==> config.mk <==
export PLATFORM = sky130hd
export DESIGN_NAME = load_store_unit
export DESIGN_NICKNAME = d
export VERILOG_FILES = /design/src/rtl/opcodes_pkg.sv /design/src/rtl/virgule_pkg.sv /design/src/rtl/load_store_align.sv /design/src/rtl/load_store_unit.sv
export SDC_FILE = /design/constraint.sdc
export NUM_CORES = 1
export LEC_CHECK = 0
export ABC_AREA = 0
export CAP_MARGIN = 20
export CORE_ASPECT_RATIO = 2
export CORE_MARGIN = 2
export CORE_UTILIZATION = 50
export DETAILED_ROUTE_END_ITERATION = 10
export PLACE_DENSITY = 0.87
export SLEW_MARGIN = 20
export SYNTH_ARGS = -nofsm -noshare
export SYNTH_HDL_FRONTEND = slang
export SYNTH_SLANG_ARGS = --single-unit
==> constraint.sdc <==
create_clock -name clk -period 4.71 [get_ports clk]
set_input_delay 0.942 -clock clk [delete_from_list [all_inputs] [get_ports clk]]
set_output_delay 0.942 -clock clk [all_outputs]
set_load 0.005 [all_outputs]
==> src/rtl/opcodes_pkg.sv <==
`default_nettype none
// ---------------------------------------------------------------------------
// opcodes_pkg : funct3 encodings for loads and stores            rev 1.0
// ---------------------------------------------------------------------------
package opcodes_pkg;

  localparam logic [2:0] c_FUNCT3_LB  = 3'b000;
  localparam logic [2:0] c_FUNCT3_LH  = 3'b001;
  localparam logic [2:0] c_FUNCT3_LW  = 3'b010;
  localparam logic [2:0] c_FUNCT3_LBU = 3'b100;
  localparam logic [2:0] c_FUNCT3_LHU = 3'b101;
  localparam logic [2:0] c_FUNCT3_SB  = 3'b000;
  localparam logic [2:0] c_FUNCT3_SH  = 3'b001;
  localparam logic [2:0] c_FUNCT3_SW  = 3'b010;

endpackage
`default_nettype wire

==> src/rtl/virgule_pkg.sv <==
`default_nettype none
// ---------------------------------------------------------------------------
// virgule_pkg : core types plus byte-lane strobe and load-extend helpers rev 1.0
// ---------------------------------------------------------------------------
package virgule_pkg;
  import opcodes_pkg::*;

  typedef logic [31:0] word_t;

  typedef struct packed {
    logic       is_load;
    logic       is_store;
    logic [2:0] funct3;
    word_t      imm;
    logic       has_rd;
    logic [4:0] rd;
  } instruction_t;

  localparam instruction_t instr_nop = '0;

  typedef enum logic [1:0] {SIZE_BYTE, SIZE_HALF, SIZE_WORD} size_t;

  // Anything that is not a recognised byte or halfword encoding is a word.
  function automatic size_t access_size(input logic is_load, input logic [2:0] funct3);
    size_t s;
    s = SIZE_WORD;
    if (is_load) begin
      case (funct3)
        c_FUNCT3_LB, c_FUNCT3_LBU: s = SIZE_BYTE;
        c_FUNCT3_LH, c_FUNCT3_LHU: s = SIZE_HALF;
        default:                   s = SIZE_WORD;
      endcase
    end else begin
      case (funct3)
        c_FUNCT3_SB: s = SIZE_BYTE;
        c_FUNCT3_SH: s = SIZE_HALF;
        default:     s = SIZE_WORD;
      endcase
    end
    return s;
  endfunction

  function automatic logic [3:0] byte_strobe(input size_t size, input logic [1:0] offset);
    logic [3:0] s;
    case (size)
      SIZE_BYTE: s = 4'b0001 << offset;
      SIZE_HALF: s = 4'b0011 << offset;
      default:   s = 4'b1111;
    endcase
    return s;
  endfunction

  function automatic word_t load_extend(input logic [2:0] funct3, input word_t data);
    word_t v;
    case (funct3)
      c_FUNCT3_LB:  v = {{24{data[7]}}, data[7:0]};
      c_FUNCT3_LH:  v = {{16{data[15]}}, data[15:0]};
      c_FUNCT3_LBU: v = {24'b0, data[7:0]};
      c_FUNCT3_LHU: v = {16'b0, data[15:0]};
      default:      v = data;
    endcase
    return v;
  endfunction

endpackage
`default_nettype wire

==> src/rtl/load_store_align.sv <==
`default_nettype none
// ---------------------------------------------------------------------------
// load_store_align : alignment check, byte lanes, store replication, load extend
// rev 1.0
// ---------------------------------------------------------------------------
module load_store_align
  import virgule_pkg::*;
#(
  parameter bit check_alignment = 1'b1
) (
  input  logic       is_load_i,
  input  logic [2:0] funct3_i,
  input  word_t      address_i,
  input  word_t      xs2_i,
  input  word_t      rdata_i,
  output word_t      address_o,
  output logic [3:0] wstrobe_o,
  output word_t      wdata_o,
  output word_t      load_o,
  output logic       misaligned_o
);

  size_t      w_size;
  logic       w_aligned;
  logic [1:0] w_offset;

  assign w_size = access_size(is_load_i, funct3_i);

  always_comb begin
    w_aligned = 1'b1;
    case (w_size)
      SIZE_HALF: w_aligned = ~address_i[0];
      SIZE_WORD: w_aligned = (address_i[1:0] == 2'b00);
      default:   w_aligned = 1'b1;
    endcase
  end

  generate
    if (check_alignment) begin : g_trap
      assign address_o    = address_i;
      assign misaligned_o = ~w_aligned;
    end else begin : g_force
      // Without trapping, the low bits the access width cannot use are dropped.
      assign misaligned_o = 1'b0;
      always_comb begin
        address_o = address_i;
        case (w_size)
          SIZE_HALF: address_o[0]   = 1'b0;
          SIZE_WORD: address_o[1:0] = 2'b00;
          default:   address_o      = address_i;
        endcase
      end
    end
  endgenerate

  assign w_offset  = address_o[1:0];
  assign wstrobe_o = is_load_i ? 4'b0000 : byte_strobe(w_size, w_offset);

  always_comb begin
    case (w_size)
      SIZE_BYTE: wdata_o = {4{xs2_i[7:0]}};
      SIZE_HALF: wdata_o = {2{xs2_i[15:0]}};
      default:   wdata_o = xs2_i;
    endcase
  end

  assign load_o = load_extend(funct3_i, rdata_i >> {w_offset, 3'b000});

endmodule
`default_nettype wire

==> src/rtl/load_store_unit.sv <==
`default_nettype none
// ---------------------------------------------------------------------------
// load_store_unit : IDLE/REQUEST/DONE bus master for loads and stores  rev 1.0
// ---------------------------------------------------------------------------
module load_store_unit
  import virgule_pkg::*;
#(
  parameter bit check_alignment = 1'b1
) (
  input  logic         clk,
  input  logic         reset,
  input  logic         start,
  input  instruction_t instr,
  input  word_t        xs1,
  input  word_t        xs2,
  output logic         busy,
  output logic         done,
  output logic         misaligned,
  output instruction_t dest_instr,
  output word_t        xd,
  output logic         enable,
  output logic         valid,
  input  logic         ready,
  output word_t        address,
  output logic [3:0]   wstrobe,
  output word_t        wdata,
  input  word_t        rdata
);

  typedef enum logic [1:0] {IDLE, REQUEST, DONE} state_t;

  state_t       state_q;
  logic         busy_q;
  logic         done_q;
  logic         misaligned_q;
  logic         enable_q;
  logic         valid_q;
  word_t        address_q;
  logic [3:0]   wstrobe_q;
  word_t        wdata_q;
  word_t        xd_q;
  instruction_t dest_q;

  logic       w_idle;
  logic       w_accept;
  word_t      w_address_sum;
  logic       w_sel_load;
  logic [2:0] w_sel_funct3;
  word_t      w_sel_address;
  word_t      w_address;
  logic [3:0] w_wstrobe;
  word_t      w_wdata;
  word_t      w_load;
  logic       w_misaligned;

  assign w_idle        = (state_q == IDLE);
  assign w_accept      = w_idle && start && (instr.is_load || instr.is_store);
  assign w_address_sum = xs1 + instr.imm;

  // The aligner serves the incoming instruction in IDLE and the captured one afterwards.
  assign w_sel_load    = w_idle ? instr.is_load : dest_q.is_load;
  assign w_sel_funct3  = w_idle ? instr.funct3  : dest_q.funct3;
  assign w_sel_address = w_idle ? w_address_sum : address_q;

  load_store_align #(
    .check_alignment(check_alignment)
  ) u_align (
    .is_load_i   (w_sel_load),
    .funct3_i    (w_sel_funct3),
    .address_i   (w_sel_address),
    .xs2_i       (xs2),
    .rdata_i     (rdata),
    .address_o   (w_address),
    .wstrobe_o   (w_wstrobe),
    .wdata_o     (w_wdata),
    .load_o      (w_load),
    .misaligned_o(w_misaligned)
  );

  always_ff @(posedge clk or negedge reset) begin
    if (!reset) begin
      state_q      <= IDLE;
      busy_q       <= 1'b0;
      done_q       <= 1'b0;
      misaligned_q <= 1'b0;
      enable_q     <= 1'b0;
      valid_q      <= 1'b0;
      address_q    <= '0;
      wstrobe_q    <= '0;
      wdata_q      <= '0;
      xd_q         <= '0;
      dest_q       <= instr_nop;
    end else begin
      done_q       <= 1'b0;
      misaligned_q <= 1'b0;
      enable_q     <= 1'b0;
      case (state_q)
        IDLE: begin
          if (w_accept) begin
            dest_q    <= instr;
            address_q <= w_address;
            wstrobe_q <= w_wstrobe;
            wdata_q   <= w_wdata;
            busy_q    <= 1'b1;
            if (w_misaligned) begin
              state_q      <= DONE;
              done_q       <= 1'b1;
              misaligned_q <= 1'b1;
            end else begin
              state_q <= REQUEST;
              valid_q <= 1'b1;
            end
          end
        end
        REQUEST: begin
          if (ready) begin
            valid_q  <= 1'b0;
            xd_q     <= w_load;
            done_q   <= 1'b1;
            enable_q <= dest_q.is_load & dest_q.has_rd;
            state_q  <= DONE;
          end
        end
        DONE: begin
          busy_q  <= 1'b0;
          state_q <= IDLE;
        end
        default: state_q <= IDLE;
      endcase
    end
  end

  assign busy       = busy_q;
  assign done       = done_q;
  assign misaligned = misaligned_q;
  assign enable     = enable_q;
  assign valid      = valid_q;
  assign address    = address_q;
  assign wstrobe    = wstrobe_q;
  assign wdata      = wdata_q;
  assign xd         = xd_q;
  assign dest_instr = dest_q;

endmodule
`default_nettype wire

* After elaboration in Yosys (flattened, before gate mapping)
Cells that the tools add are included.
** Word-level totals
- Output and inout bits :: 148
- Logic and storage cells :: 76
- Flip-flop bits (word level) :: 150
- Input bits :: 143
** Cells by class
- Muxes and demuxes :: 28
- Shift operators :: 3
- Bitwise operators :: 2
- Add/subtract/negate cells :: 1
- Equal/unequal tests :: 10
- Reduce and logical (&&, ||, !) cells :: 16
** Operators by type and width (number)
- 32-bit case mux with 4 select lines :: 1
- 32-bit case mux with 2 select lines :: 1
- 32-bit adder :: 1
- 32-bit by 5-bit right shift with 32-bit output :: 1
- 2-bit case mux with 2 select lines :: 3
- 1-bit 2-to-1 mux :: 11
- 2-bit 2-to-1 mux :: 5
- 1-bit case mux with 2 select lines :: 4
- 4-bit case mux with 2 select lines :: 1
- 2-bit AND reduction :: 4
- 3-bit equality test, second input constant :: 2
- 2-bit zero test :: 3
- 2-bit by 1-bit equality test with 1-bit output, second input constant :: 2
- 2-bit equality test, second input constant :: 2
- 4-bit 2-to-1 mux :: 1
- 2-bit by 1-bit inequality test with 1-bit output, second input constant :: 2
- 4-bit AND reduction :: 1
- 2-bit nonzero test :: 2
- 2-bit OR reduction :: 2
- 1-bit by 2-bit left shift with 4-bit output, first input constant :: 1
- 2-bit by 2-bit left shift with 4-bit output, first input constant :: 1
- 3-bit by 1-bit equality test with 1-bit output, second input constant :: 1
- 3-bit zero test :: 1
- 3-bit 2-to-1 mux :: 1
- 5 further kinds :: 6

* Depth between registers and ports, before layout
Gate-level depths: netlist of the first run.
- Word-level depth :: 11
- Depth in mapped cells :: 11
- Depth with buffers taken out :: 10

* Modules after synthesis
A second synthesis of the first run with hierarchy kept.
** Unflattened totals
- Cells, all modules :: 1154
- Area total of the unflattened synthesis :: 9554.2 µm²
** Modules (own cells, without submodules)
- load_store_unit :: cells each 926, times used 1, sequential area each 3753.6 µm², area each 7908.8 µm²
- load_store_align :: cells each 228, times used 1, sequential area each 0.0 µm², area each 1645.3 µm²

* Worst setup path before layout of the first run
OpenSTA, ideal clock, no wires.
- Kind :: in2reg
- Start point :: input port instr[6] (netlist name)
- End point :: register xd_q[31], in the netlist xd[31]
- Path slack :: 1.661 ns
- Setup time :: 0.073 ns
- Stages on the path :: 11
- Arrival :: 2.976 ns
- Data required time :: 4.637 ns
- Path buffers :: 2
- Cell sequence :: ha_1 -> inv_1 -> fa_1 -> o21ai_2 -> buf_6 -> mux2i_1 -> mux2_2 -> o31a_1 -> buf_6 -> o21a_4 -> a21oi_2
** Between the ends
- Word-level cells in the longest chain between the ends :: 4
** RTL lines
- start: declaration :: RTL line load_store_unit.sv:13 : input instruction_t instr,
- 32-bit adder :: RTL line load_store_unit.sv:58 : assign w_address_sum = xs1 + instr.imm;
- 2-bit 2-to-1 mux :: RTL line load_store_unit.sv:63 : assign w_sel_address = w_idle ? w_address_sum : address_q;
- 32-bit by 5-bit right shift with 32-bit output :: RTL line load_store_align.sv:67 : assign load_o = load_extend(funct3_i, rdata_i >> {w_offset, 3'b000});
- 32-bit case mux with 4 select lines :: RTL line virgule_pkg.sv:55 : case (funct3)
- end signal: assignment :: RTL line load_store_unit.sv:118 : xd_q <= w_load;
- end: declaration :: RTL line load_store_unit.sv:41 : word_t xd_q;
No other way between the ends.
A chain may end at the register's enable or synchronous reset.

* Worst setup path in the final report of the first run
- Start point :: input port instr[6] (netlist name)
- End point :: register xd_q[21], in the netlist xd[21]
The elaborated chain is that of the path after synthesis.

==> run_summary.xml, run 1 <==
<?xml version="1.0" encoding="UTF-8"?>
<metrics>
  <group name="clock_tree">
    <metric name="h_tree_levels" unit="">4</metric>
    <metric name="post_cts.repair.setup_buffers" unit="">0</metric>
    <metric name="clock_tree.buffer_depth" unit="">2</metric>
    <metric name="clock_insertion_delay_worst_skew" unit="ns">0.43</metric>
    <metric name="clock_sink_count" unit="">150</metric>
    <metric name="clock_tree.root_cell" unit="">clkbuf_16</metric>
    <metric name="clk_transition_reported_paths" unit="ns">0.06</metric>
    <metric name="cts_hold_repair.buffers" unit="">0</metric>
    <metric name="number_of_resized_instances_in_the_post_cts_repair_step" unit="">0</metric>
    <metric name="cts-buffers-inserted" unit="">17</metric>
    <metric name="cts_tree" unit="">done</metric>
  </group>
  <group name="logic_synthesis">
    <metric name="netlist.area_leader.share" unit="">0.449</metric>
    <metric name="synthCells" unit="">979</metric>
    <metric name="async_reset_ff_frac" unit="">1.00</metric>
    <metric name="synth_area_leader_cell" unit="">dfrtp_1</metric>
    <metric name="synth_seq_cells" unit="">150</metric>
    <metric name="yosysSeqAreaShare" unit="">0.449</metric>
    <metric name="post_synth_num_cell_types" unit="">68</metric>
    <metric name="ys.warnings.count" unit="">0</metric>
    <metric name="synth_edf_count" unit="">0</metric>
    <metric name="synth_nets" unit="">1157</metric>
    <metric name="synth_area_per_cell" unit="sq um">8.54</metric>
    <metric name="yosys-top-cells-area" unit="">dfrtp_1 (45%), nand2_1 (13%), ha_1 (5.1%)</metric>
    <metric name="syn_area" unit="sq um">8360</metric>
    <metric name="synth_top_flop_cell" unit="">dfrtp_1</metric>
  </group>
  <group name="global_route">
    <metric name="met2_usage" unit="">0.585</metric>
    <metric name="layer_with_the_highest_usage" unit="">met2</metric>
    <metric name="grt_pass1_vias" unit="">8681</metric>
    <metric name="grt_use_met1" unit="">0.337</metric>
    <metric name="grt_pass1_wl" unit="mm">46.0</metric>
    <metric name="antenna_found_initial" unit="">1</metric>
    <metric name="groute.layer.met3.usage" unit="">0.0866</metric>
    <metric name="track_usage" unit="">0.342</metric>
    <metric name="grt_max_degree" unit="">149</metric>
    <metric name="grt.overflow.total" unit="">0</metric>
  </group>
  <group name="finish">
    <metric name="final_layout_size_suffix_gt1_frac" unit="">0.0532</metric>
    <metric name="layout_commonest_cell" unit="">clkdlybuf4s50_1</metric>
    <metric name="fill_cells" unit="">1186</metric>
    <metric name="final-instance-count-excl-fill" unit="">1464</metric>
    <metric name="most_frequent_cells_in_the_layout" unit="">clkdlybuf4s50_1 (289), nand2_1 (288), dfrtp_1 (150), nor2_1 (78), o21ai_0 (66)</metric>
    <metric name="nets" unit="">1425</metric>
    <metric name="area_delta_synth_final" unit="%">42.8</metric>
  </group>
  <group name="critical_path">
    <metric name="ff2ff_path_depth" unit="">10</metric>
    <metric name="crit_path_end" unit="">xd[21]</metric>
    <metric name="reg2reg_to" unit="">wdata[18]</metric>
    <metric name="setup.worst_path.class" unit="">input pin to flop</metric>
    <metric name="worst-endpoint-arrival" unit="ns">4.07</metric>
    <metric name="required" unit="ns">5.03</metric>
    <metric name="cp-startpoint" unit="">instr[6]</metric>
    <metric name="critPathLaunchType" unit="">input pin</metric>
    <metric name="critPathCaptureType" unit="">flop</metric>
    <metric name="path_max_fanout" unit="">10</metric>
    <metric name="timing.reg2reg.setup_slack" unit="ns">1.66</metric>
    <metric name="rr_startpoint" unit="">state_q[0]</metric>
  </group>
  <group name="pwr">
    <metric name="p_switching" unit="uW">2700</metric>
    <metric name="seq_power_share" unit="">0.321</metric>
    <metric name="power_report.internal_total" unit="uW">4460</metric>
    <metric name="peak_vdd_ir" unit="mV">0.330</metric>
    <metric name="sw_frac_of_total" unit="">0.377</metric>
    <metric name="pwr-share-clk" unit="">0.180</metric>
    <metric name="powerDensity" unit="nW/um^2">600</metric>
    <metric name="p_comb_frac" unit="">0.500</metric>
    <metric name="power.total" unit="uW">7160</metric>
    <metric name="leakage" unit="uW">0.00543</metric>
  </group>
  <group name="drt">
    <metric name="dr_total_vias" unit="">8527</metric>
    <metric name="detail_route.wl_per_cell" unit="um">20.2</metric>
    <metric name="postRouteWirelength" unit="mm">29.6</metric>
    <metric name="post_drt_antenna_nets" unit="">0</metric>
    <metric name="detail_route.drc_violations" unit="">0</metric>
    <metric name="routed_via_density" unit="">5.82</metric>
    <metric name="drt_first_iter_violations" unit="">469</metric>
    <metric name="drt_pre_antenna_iters" unit="">5</metric>
  </group>
  <group name="placement">
    <metric name="numPortBuffers" unit="">290</metric>
    <metric name="post-place-cells" unit="">1432</metric>
    <metric name="dp.final_hpwl" unit="mm">21.7</metric>
    <metric name="gpl.final_weighted_congestion" unit="">0.989</metric>
  </group>
  <group name="status">
    <metric name="status" unit="">complete, no violations</metric>
  </group>
  <group name="sta">
    <metric name="fin_tns_setup" unit="ns">0</metric>
    <metric name="final_max_tran_viols" unit="">0</metric>
    <metric name="final-hold-violation-count" unit="">0</metric>
    <metric name="relSlewSlack" unit="">0.408</metric>
    <metric name="grt_setup_unrepaired" unit="">no</metric>
    <metric name="clock.fmax" unit="GHz">0.267</metric>
    <metric name="final_period_minus_worst_setup_slack" unit="ns">3.75</metric>
    <metric name="worst_pin_slew" unit="ns">0.888</metric>
    <metric name="layout_worst_path_cycle_share" unit="">0.796</metric>
    <metric name="timing.final.setup_violations" unit="">0</metric>
    <metric name="finalClockSkew" unit="ns">0.0115</metric>
  </group>
  <group name="floorplanning">
    <metric name="fp.dieH" unit="um">187</metric>
    <metric name="die_area" unit="sq um">17800</metric>
    <metric name="fp.coreArea" unit="sq um">16400</metric>
    <metric name="start_util" unit="">0.511</metric>
    <metric name="num_io_pins" unit="">291</metric>
    <metric name="core.rowCount" unit="">66</metric>
    <metric name="chipWidth" unit="um">95.4</metric>
  </group>
  <group name="run">
    <metric name="timing.max_cap.violations" unit="">0</metric>
  </group>
  <group name="worst_hold_path">
    <metric name="min-delay-path-class" unit="">flop to flop</metric>
    <metric name="hold_start" unit="">dest_instr[12]</metric>
  </group>
</metrics>
## critical path, cell delays in order
cell and delay (ns):
clkdlybuf4s50_1 0.49, ha_1 0.18, inv_1 0.05, fa_1 0.48, o21ai_2 0.58, mux2i_1 0.30
mux2_2 0.19, o31a_1 0.45, o21ai_4 0.18, o22a_1 0.22
## routing by layer
layer | vias up | share of wire
met2 | 489 | 0.51
met5 | - | 0
li1 | 3915 | -
met1 | 3985 | 0.32
met3 | 138 | 0.080
met4 | 0 | 0.088
## through the flow
stage | hold slack, ns | util | area [sq um] | setup slack (ns)
after global placement | 0.457 | 0.697 | 11400 | 0.678
after global routing | 0.489 | 0.730 | 11900 | 0.741
after detailed placement | 0.461 | 0.697 | 11400 | 0.566
after CTS | 0.477 | 0.730 | 11900 | 1.01
after floorplan | 0.467 | - | 8360 | 1.66
final | 0.472 | 0.730 | 11900 | 0.960
## cell usage after synthesis (9+ instances only)
library cell  number
o21ai_0           66
a22oi_1            9
nand3_1           18
a21oi_1           49
nand2_1          288
a31oi_1           12
clkbuf_1          34
o211ai_1           9
a21o_1            18
mux2i_1           26
dfrtp_1          150
ha_1              34
inv_1             22
xnor2_1           11
nor2_1            79
a221oi_1          10
## flip-flops by register name, summed over array words and instances (netlist names), 2 cells and up
register,cells
dest_instr,43
address,32
wdata,32
xd,32
wstrobe,4
state_q,2
## layout make-up
class                      count  area [sq um]  share of cell area
sequential                   150          3750               0.315
clock inverter                12           108             0.00902
tap                          204           255              0.0214
clock buffer                  19           433              0.0363
multi-input combinational    754          4290               0.360
antenna                        1          2.50            0.000210
timing repair buffer         302          3010               0.252
inverter                      22          82.6             0.00692
## worst min-delay path by stage
stage	cells after the start	endpoint	slack [ns]
after floorplan	2	dest_instr[41]	0.47
after global placement	2	dest_instr[17]	0.46
after detailed placement	2	dest_instr[29]	0.46
after CTS	2	dest_instr[12]	0.48
after global routing	2	dest_instr[19]	0.49
final	2	dest_instr[12]	0.47
## kinds of logic after synthesis
| kind of cell | share of synthesized area |
|---|---|
| muxes | 0.0352 |
| and+or+nand+nor | 0.218 |
| xor gates and xnor gates | 0.0199 |
| adders and majority gates | 0.0533 |
| AOI/OAI and AO/OA | 0.186 |
| buffers and inverters | 0.0385 |
| DFF | 0.449 |
## power groups by stage
stage | clock, uW | combinational (uW) | sequential [uW]
2_1_floorplan | 0 | 1480 | 2310
3_3_place_gp | 0 | 3430 | 2280
3_5_place_dp | 0 | 3510 | 2300
4_1_cts | 1300 | 3540 | 2290
5_1_grt | 1350 | 3880 | 2360
6_report | 1290 | 3580 | 2300
Note: power is estimated with default switching activity, not from simulation.
==> inputs of run 2 (changes only) <==
--- a/config.mk
+++ b/config.mk
@@ -9,9 +9,9 @@
 export CAP_MARGIN = 20
 export CORE_ASPECT_RATIO = 2
 export CORE_MARGIN = 2
-export CORE_UTILIZATION = 50
+export CORE_UTILIZATION = 46
 export DETAILED_ROUTE_END_ITERATION = 10
-export PLACE_DENSITY = 0.87
+export PLACE_DENSITY = 0.81
 export SLEW_MARGIN = 20
 export SYNTH_ARGS = -nofsm -noshare
 export SYNTH_HDL_FRONTEND = slang
==> constraint.sdc (replaced) <==
create_clock -name clk -period 3.5 [get_ports clk]
set_input_delay 0.7 -clock clk [delete_from_list [all_inputs] [get_ports clk]]
set_output_delay 0.7 -clock clk [all_outputs]
set_load 0.005 [all_outputs]
==> run 2 against run 1 <==
Compared with the run above:
- first-iteration DRC count fell by 19%
- largest cell class unchanged
- sequential cell count did not move
- highest routed layer unchanged
- clock skew rose by 0.0019 ns
- sequential share of layout area fell by 0.89 points
==> run_summary.xml, run 2 (same netlist as run 1, synthesis figures left out) <==
<?xml version="1.0" encoding="UTF-8"?>
<metrics>
  <group name="drt">
    <metric name="detail_route.wl_per_cell" unit="um">20.0</metric>
    <metric name="post_drt_antenna_nets" unit="">0</metric>
    <metric name="detail_route.drc_violations" unit="">0</metric>
    <metric name="drt_first_iter_violations" unit="">378</metric>
    <metric name="drt_pre_antenna_iters" unit="">5</metric>
    <metric name="postRouteWirelength" unit="mm">30.2</metric>
    <metric name="dr_total_vias" unit="">8483</metric>
    <metric name="routed_via_density" unit="">5.63</metric>
  </group>
  <group name="floorplanning">
    <metric name="num_io_pins" unit="">291</metric>
    <metric name="chipWidth" unit="um">99.3</metric>
    <metric name="fp.coreArea" unit="sq um">17800</metric>
    <metric name="die_area" unit="sq um">19300</metric>
    <metric name="core.rowCount" unit="">69</metric>
    <metric name="fp.dieH" unit="um">195</metric>
    <metric name="start_util" unit="">0.470</metric>
  </group>
  <group name="clock_tree">
    <metric name="number_of_resized_instances_in_the_post_cts_repair_step" unit="">0</metric>
    <metric name="clock_tree.root_cell" unit="">clkbuf_16</metric>
    <metric name="clock_tree.buffer_depth" unit="">2</metric>
    <metric name="cts_tree" unit="">done</metric>
    <metric name="h_tree_levels" unit="">4</metric>
    <metric name="clock_insertion_delay_worst_skew" unit="ns">0.43</metric>
    <metric name="cts_hold_repair.buffers" unit="">0</metric>
    <metric name="post_cts.repair.setup_buffers" unit="">0</metric>
    <metric name="clock_sink_count" unit="">150</metric>
    <metric name="cts-buffers-inserted" unit="">17</metric>
    <metric name="clk_transition_reported_paths" unit="ns">0.06</metric>
  </group>
  <group name="sta">
    <metric name="fin_tns_setup" unit="ns">0</metric>
    <metric name="finalClockSkew" unit="ns">0.0134</metric>
    <metric name="final_period_minus_worst_setup_slack" unit="ns">3.05</metric>
    <metric name="timing.final.setup_violations" unit="">0</metric>
    <metric name="layout_worst_path_cycle_share" unit="">0.872</metric>
    <metric name="final_max_tran_viols" unit="">0</metric>
    <metric name="clock.fmax" unit="GHz">0.328</metric>
    <metric name="relSlewSlack" unit="">0.515</metric>
    <metric name="worst_pin_slew" unit="ns">0.728</metric>
    <metric name="grt_setup_unrepaired" unit="">no</metric>
    <metric name="final-hold-violation-count" unit="">0</metric>
    <metric name="final.setup.worst_slack" unit="ns">0.449</metric>
  </group>
  <group name="pwr">
    <metric name="power_report.internal_total" unit="uW">6210</metric>
    <metric name="powerDensity" unit="nW/um^2">804</metric>
    <metric name="leakage" unit="uW">0.00562</metric>
    <metric name="seq_power_share" unit="">0.313</metric>
    <metric name="pwr-share-clk" unit="">0.186</metric>
    <metric name="p_comb_frac" unit="">0.501</metric>
    <metric name="peak_vdd_ir" unit="mV">0.368</metric>
    <metric name="p_switching" unit="uW">3660</metric>
    <metric name="sw_frac_of_total" unit="">0.371</metric>
  </group>
  <group name="critical_path">
    <metric name="path_cells" unit="">clkdlybuf4s50_1 &gt; ha_1 &gt; inv_1 &gt; fa_1 &gt; o21ai_2 &gt; mux2i_1 &gt; mux2_2 &gt; o31a_1 &gt; o21a_4 &gt; a21oi_2</metric>
    <metric name="required" unit="ns">3.81</metric>
    <metric name="rr_startpoint" unit="">state_q[0]</metric>
    <metric name="slowest_delay" unit="ns">0.49</metric>
    <metric name="timing.reg2reg.setup_slack" unit="ns">1.14</metric>
    <metric name="critPathLaunchType" unit="">input pin</metric>
    <metric name="critPathCaptureType" unit="">flop</metric>
    <metric name="cpMaxStageDelayCell" unit="">clkdlybuf4s50_1</metric>
    <metric name="ff2ff_path_depth" unit="">7</metric>
    <metric name="setup.worst_path.class" unit="">input pin to flop</metric>
    <metric name="reg2reg_to" unit="">xd[24]</metric>
    <metric name="path_max_fanout" unit="">8</metric>
    <metric name="worst-endpoint-arrival" unit="ns">3.36</metric>
  </group>
  <group name="global_route">
    <metric name="grt.overflow.total" unit="">0</metric>
    <metric name="grt_pass1_wl" unit="mm">46.7</metric>
    <metric name="antenna_found_initial" unit="">1</metric>
    <metric name="grt_pass1_vias" unit="">8821</metric>
    <metric name="grt_max_degree" unit="">87</metric>
    <metric name="track_usage" unit="">0.314</metric>
  </group>
  <group name="placement">
    <metric name="numPortBuffers" unit="">290</metric>
    <metric name="gpl.final_weighted_congestion" unit="">1.02</metric>
    <metric name="dp.final_hpwl" unit="mm">23.4</metric>
    <metric name="detailedPlace.worstSlack" unit="ns">0.00728</metric>
  </group>
  <group name="finish">
    <metric name="most_frequent_cells_in_the_layout" unit="">clkdlybuf4s50_1 (289), nand2_1 (288), dfrtp_1 (150), nor2_1 (78), o21ai_0 (66)</metric>
    <metric name="final_layout_size_suffix_gt1_frac" unit="">0.0789</metric>
    <metric name="largest_register_ffs" unit="">43</metric>
    <metric name="nets" unit="">1458</metric>
    <metric name="layout_commonest_cell" unit="">clkdlybuf4s50_1</metric>
    <metric name="area_delta_synth_final" unit="%">47.0</metric>
  </group>
  <group name="status">
    <metric name="status" unit="">complete, no violations</metric>
  </group>
  <group name="run">
    <metric name="timing.max_cap.violations" unit="">0</metric>
  </group>
  <group name="worst_hold_path">
    <metric name="min-delay-path-class" unit="">input pin to async pin</metric>
  </group>
</metrics>
-- run 2: cell count changes in the layout (fill, tap and decap cells not counted), moves of 2 or more --
cell / before / now
buf_4: 11 / 40
clkinvlp_4: 3 / 5
inv_6: 1 / 3
clkinv_2: 4 / 2
buf_12: 1 / 5
-- run 2: per-stage QoR --
step	total power, uW	utilization	instances	hold slack [ns]	instance area [sq um]
6_report	9870	0.691	1507	0.292	12300
5_1_grt	10500	0.691	1507	0.353	12300
4_1_cts	9930	0.690	1506	0.324	12300
3_5_place_dp	8050	0.658	1474	0.462	11700
3_3_place_gp	7940	0.658	1474	0.457	11700
2_1_floorplan	5110	-	979	0.404	8360
-- run 2: per-layer routing --
metal  global-route usage  part of all wire
met1                0.304              0.33
met4                0.235             0.080
met3               0.0532             0.049
met2                0.575              0.54
met5                    0                 0
-- run 2: power groups by stage --
stage               Clock (uW)  Sequential, uW  Combinational (uW)
floorplan                    0            3110                2000
global placement             0            3070                4860
detailed placement           0            3110                4950
CTS                       1870            3090                4970
global route              1940            3190                5340
finish                    1840            3090                4940
-- run 2: worst max-delay path by stage --
stage	startpoint	to	slack, ns	cells past startpoint
after floorplan	instr[6]	xd[31]	0.69	11
after global placement	instr[6]	xd[21]	0.08	10
after detailed placement	instr[6]	xd[19]	0.007	10
after CTS	instr[6]	xd[24]	0.45	10
after global routing	instr[6]	xd[22]	0.23	10
final	instr[6]	xd[24]	0.45	10
-- run 2: cell type report --
type,count,area (sq um)
Tap cell,213,267
Antenna cell,1,2.50
Fill cell,1457,5500
Clock inverter,14,151
Sequential cell,150,3750
Inverter,22,82.6
Timing Repair Buffer,335,3300
Clock buffer,18,429
Multi-Input combinational cell,754,4290
-- run 2: worst max-delay path, delay by kind of cell --
kind                       cells  cell delay (ns)
buffers and inverters          2             0.54
AOI/OAI and AO/OA              4             0.99
adders and majority gates      2             0.65
muxes                          2             0.46
==> inputs of run 3 (changes only) <==
--- a/config.mk
+++ b/config.mk
@@ -10,6 +10,7 @@
 export CORE_ASPECT_RATIO = 2
 export CORE_MARGIN = 2
 export CORE_UTILIZATION = 46
+export CTS_BUF_LIST = sky130_fd_sc_hd__clkbuf_8 sky130_fd_sc_hd__clkbuf_16
 export DETAILED_ROUTE_END_ITERATION = 10
 export PLACE_DENSITY = 0.81
 export SLEW_MARGIN = 20
==> run 3 against run 2 <==
Compared with the run above:
- maximum frequency stayed put
- global-route usage stayed put
- critical path depth stayed put
- combinational power hardly changed
- first-iteration DRC count is 0.26% higher
- cell count stayed put
- hold slack stayed put
- critical endpoint unchanged
- die area stayed put
- clock-buffer cell count is 1 lower
- sequential power hardly changed
- wire length hardly changed
==> run_summary.xml, run 3 (same netlist as run 1, synthesis figures left out) <==
<?xml version="1.0" encoding="UTF-8"?>
<metrics>
  <group name="finish">
    <metric name="finalCoreUtilization" unit="">0.691</metric>
    <metric name="final_layout_size_suffix_gt1_frac" unit="">0.0789</metric>
    <metric name="layout_commonest_cell" unit="">clkdlybuf4s50_1</metric>
    <metric name="fill_cells" unit="">1457</metric>
    <metric name="most_frequent_cells_in_the_layout" unit="">clkdlybuf4s50_1 (289), nand2_1 (288), dfrtp_1 (150), nor2_1 (78), o21ai_0 (66)</metric>
    <metric name="final-instance-count-excl-fill" unit="">1507</metric>
    <metric name="nets" unit="">1458</metric>
    <metric name="area_delta_synth_final" unit="%">47.0</metric>
    <metric name="largest_register_ffs" unit="">43</metric>
  </group>
  <group name="pwr">
    <metric name="peak_vdd_ir" unit="mV">0.368</metric>
    <metric name="power.total" unit="uW">9870</metric>
    <metric name="leakage" unit="uW">0.00562</metric>
    <metric name="powerDensity" unit="nW/um^2">804</metric>
  </group>
  <group name="critical_path">
    <metric name="rr_startpoint" unit="">state_q[0]</metric>
    <metric name="setup.worst_path.class" unit="">input pin to flop</metric>
    <metric name="worstSetupPathDepth" unit="">10</metric>
    <metric name="critPathTopFamily" unit="">compound AO/OA/AOI/OAI gates</metric>
    <metric name="cpMaxStageDelayCell" unit="">clkdlybuf4s50_1</metric>
    <metric name="timing.reg2reg.setup_slack" unit="ns">1.14</metric>
    <metric name="reg2reg_to" unit="">xd[24]</metric>
    <metric name="path_cells" unit="">clkdlybuf4s50_1 &gt; ha_1 &gt; inv_1 &gt; fa_1 &gt; o21ai_2 &gt; mux2i_1 &gt; mux2_2 &gt; o31a_1 &gt; o21a_4 &gt; a21oi_2</metric>
    <metric name="path_max_fanout" unit="">8</metric>
    <metric name="worst-endpoint-arrival" unit="ns">3.36</metric>
    <metric name="slowest_delay" unit="ns">0.49</metric>
    <metric name="crit_buf_inv" unit="">2</metric>
    <metric name="critPathCaptureType" unit="">flop</metric>
    <metric name="cp-startpoint" unit="">instr[6]</metric>
    <metric name="required" unit="ns">3.81</metric>
    <metric name="ff2ff_path_depth" unit="">7</metric>
    <metric name="critPathLaunchType" unit="">input pin</metric>
  </group>
  <group name="global_route">
    <metric name="grt.overflow.total" unit="">0</metric>
    <metric name="grt_pass1_vias" unit="">8821</metric>
    <metric name="grt_max_degree" unit="">87</metric>
    <metric name="grt_pass1_wl" unit="mm">46.7</metric>
    <metric name="track_usage" unit="">0.314</metric>
    <metric name="antenna_found_initial" unit="">1</metric>
  </group>
  <group name="floorplanning">
    <metric name="fp.dieH" unit="um">195</metric>
    <metric name="num_io_pins" unit="">291</metric>
    <metric name="start_util" unit="">0.470</metric>
    <metric name="die_area" unit="sq um">19300</metric>
    <metric name="fp.coreArea" unit="sq um">17800</metric>
    <metric name="core.rowCount" unit="">69</metric>
    <metric name="chipWidth" unit="um">99.3</metric>
  </group>
  <group name="sta">
    <metric name="final.setup.worst_slack" unit="ns">0.449</metric>
    <metric name="final-hold-violation-count" unit="">0</metric>
    <metric name="worst_pin_slew" unit="ns">0.728</metric>
    <metric name="fin_tns_setup" unit="ns">0</metric>
    <metric name="timing.final.setup_violations" unit="">0</metric>
    <metric name="final_max_tran_viols" unit="">0</metric>
    <metric name="layout_worst_path_cycle_share" unit="">0.872</metric>
    <metric name="grt_setup_unrepaired" unit="">no</metric>
    <metric name="clock.fmax" unit="GHz">0.328</metric>
    <metric name="relSlewSlack" unit="">0.515</metric>
    <metric name="final_period_minus_worst_setup_slack" unit="ns">3.05</metric>
    <metric name="finalClockSkew" unit="ns">0.0135</metric>
  </group>
  <group name="drt">
    <metric name="post_drt_antenna_nets" unit="">0</metric>
    <metric name="routed_via_density" unit="">5.63</metric>
    <metric name="postRouteWirelength" unit="mm">30.2</metric>
    <metric name="detail_route.wl_per_cell" unit="um">20.0</metric>
    <metric name="drt_pre_antenna_iters" unit="">5</metric>
    <metric name="dr_total_vias" unit="">8483</metric>
    <metric name="drt_first_iter_violations" unit="">379</metric>
    <metric name="detail_route.drc_violations" unit="">0</metric>
  </group>
  <group name="placement">
    <metric name="dp.final_hpwl" unit="mm">23.4</metric>
    <metric name="post-place-cells" unit="">1474</metric>
    <metric name="gpl.final_weighted_congestion" unit="">1.02</metric>
    <metric name="numPortBuffers" unit="">290</metric>
    <metric name="detailedPlace.worstSlack" unit="ns">0.00728</metric>
  </group>
  <group name="clock_tree">
    <metric name="post_cts.repair.setup_buffers" unit="">0</metric>
    <metric name="clock_insertion_delay_worst_skew" unit="ns">0.43</metric>
    <metric name="clock_tree.root_cell" unit="">clkbuf_16</metric>
    <metric name="clock_sink_count" unit="">150</metric>
    <metric name="cts_hold_repair.buffers" unit="">0</metric>
    <metric name="cts_tree" unit="">done</metric>
    <metric name="cts-buffers-inserted" unit="">17</metric>
    <metric name="clock_tree.buffer_depth" unit="">2</metric>
    <metric name="clk_transition_reported_paths" unit="ns">0.06</metric>
    <metric name="number_of_resized_instances_in_the_post_cts_repair_step" unit="">0</metric>
    <metric name="h_tree_levels" unit="">4</metric>
  </group>
  <group name="status">
    <metric name="status" unit="">complete, no violations</metric>
  </group>
  <group name="run">
    <metric name="timing.max_cap.violations" unit="">0</metric>
  </group>
  <group name="worst_hold_path">
    <metric name="min-delay-path-class" unit="">input pin to async pin</metric>
  </group>
</metrics>
-- run 3: worst max-delay path by stage --
stage | to | slack [ns]
5_1_grt | xd[22] | 0.23
3_3_place_gp | xd[21] | 0.08
6_report | xd[24] | 0.45
2_1_floorplan | xd[31] | 0.69
3_5_place_dp | xd[19] | 0.007
4_1_cts | xd[24] | 0.45
-- run 3: power breakdown --
part | total, uW | internal, uW | switching (uW) | leakage [uW]
sequential | 3090 | 2570 | 516 | 0.00182
combinational | 4940 | 2580 | 2360 | 0.00353
clock | 1830 | 1050 | 782 | 0.000273
-- run 3: area by class of cell --
type	instances	area [sq um]	area share
Clock buffer	17	425	0.0346
Tap cell	213	267	0.0217
Sequential cell	150	3750	0.306
Multi-Input combinational cell	754	4290	0.349
Clock inverter	15	155	0.0126
Timing Repair Buffer	335	3300	0.269
Antenna cell	1	2.50	0.000204
Inverter	22	82.6	0.00672
-- run 3: per-stage QoR --
stage / area (sq um) / hold slack (ns)
2_1_floorplan: 8360 / 0.404
5_1_grt: 12300 / 0.353
6_report: 12300 / 0.292
4_1_cts: 12300 / 0.324
3_3_place_gp: 11700 / 0.457
3_5_place_dp: 11700 / 0.462
-- run 3: per-layer routing --
metal	global-route usage	up-vias	share of wire	wire length, um
li1	-	3980	-	-
met1	0.304	4000	0.33	9900
met2	0.575	378	0.54	16400
met3	0.0532	125	0.049	1460
met4	0.235	0	0.080	2420
met5	0	-	0	0
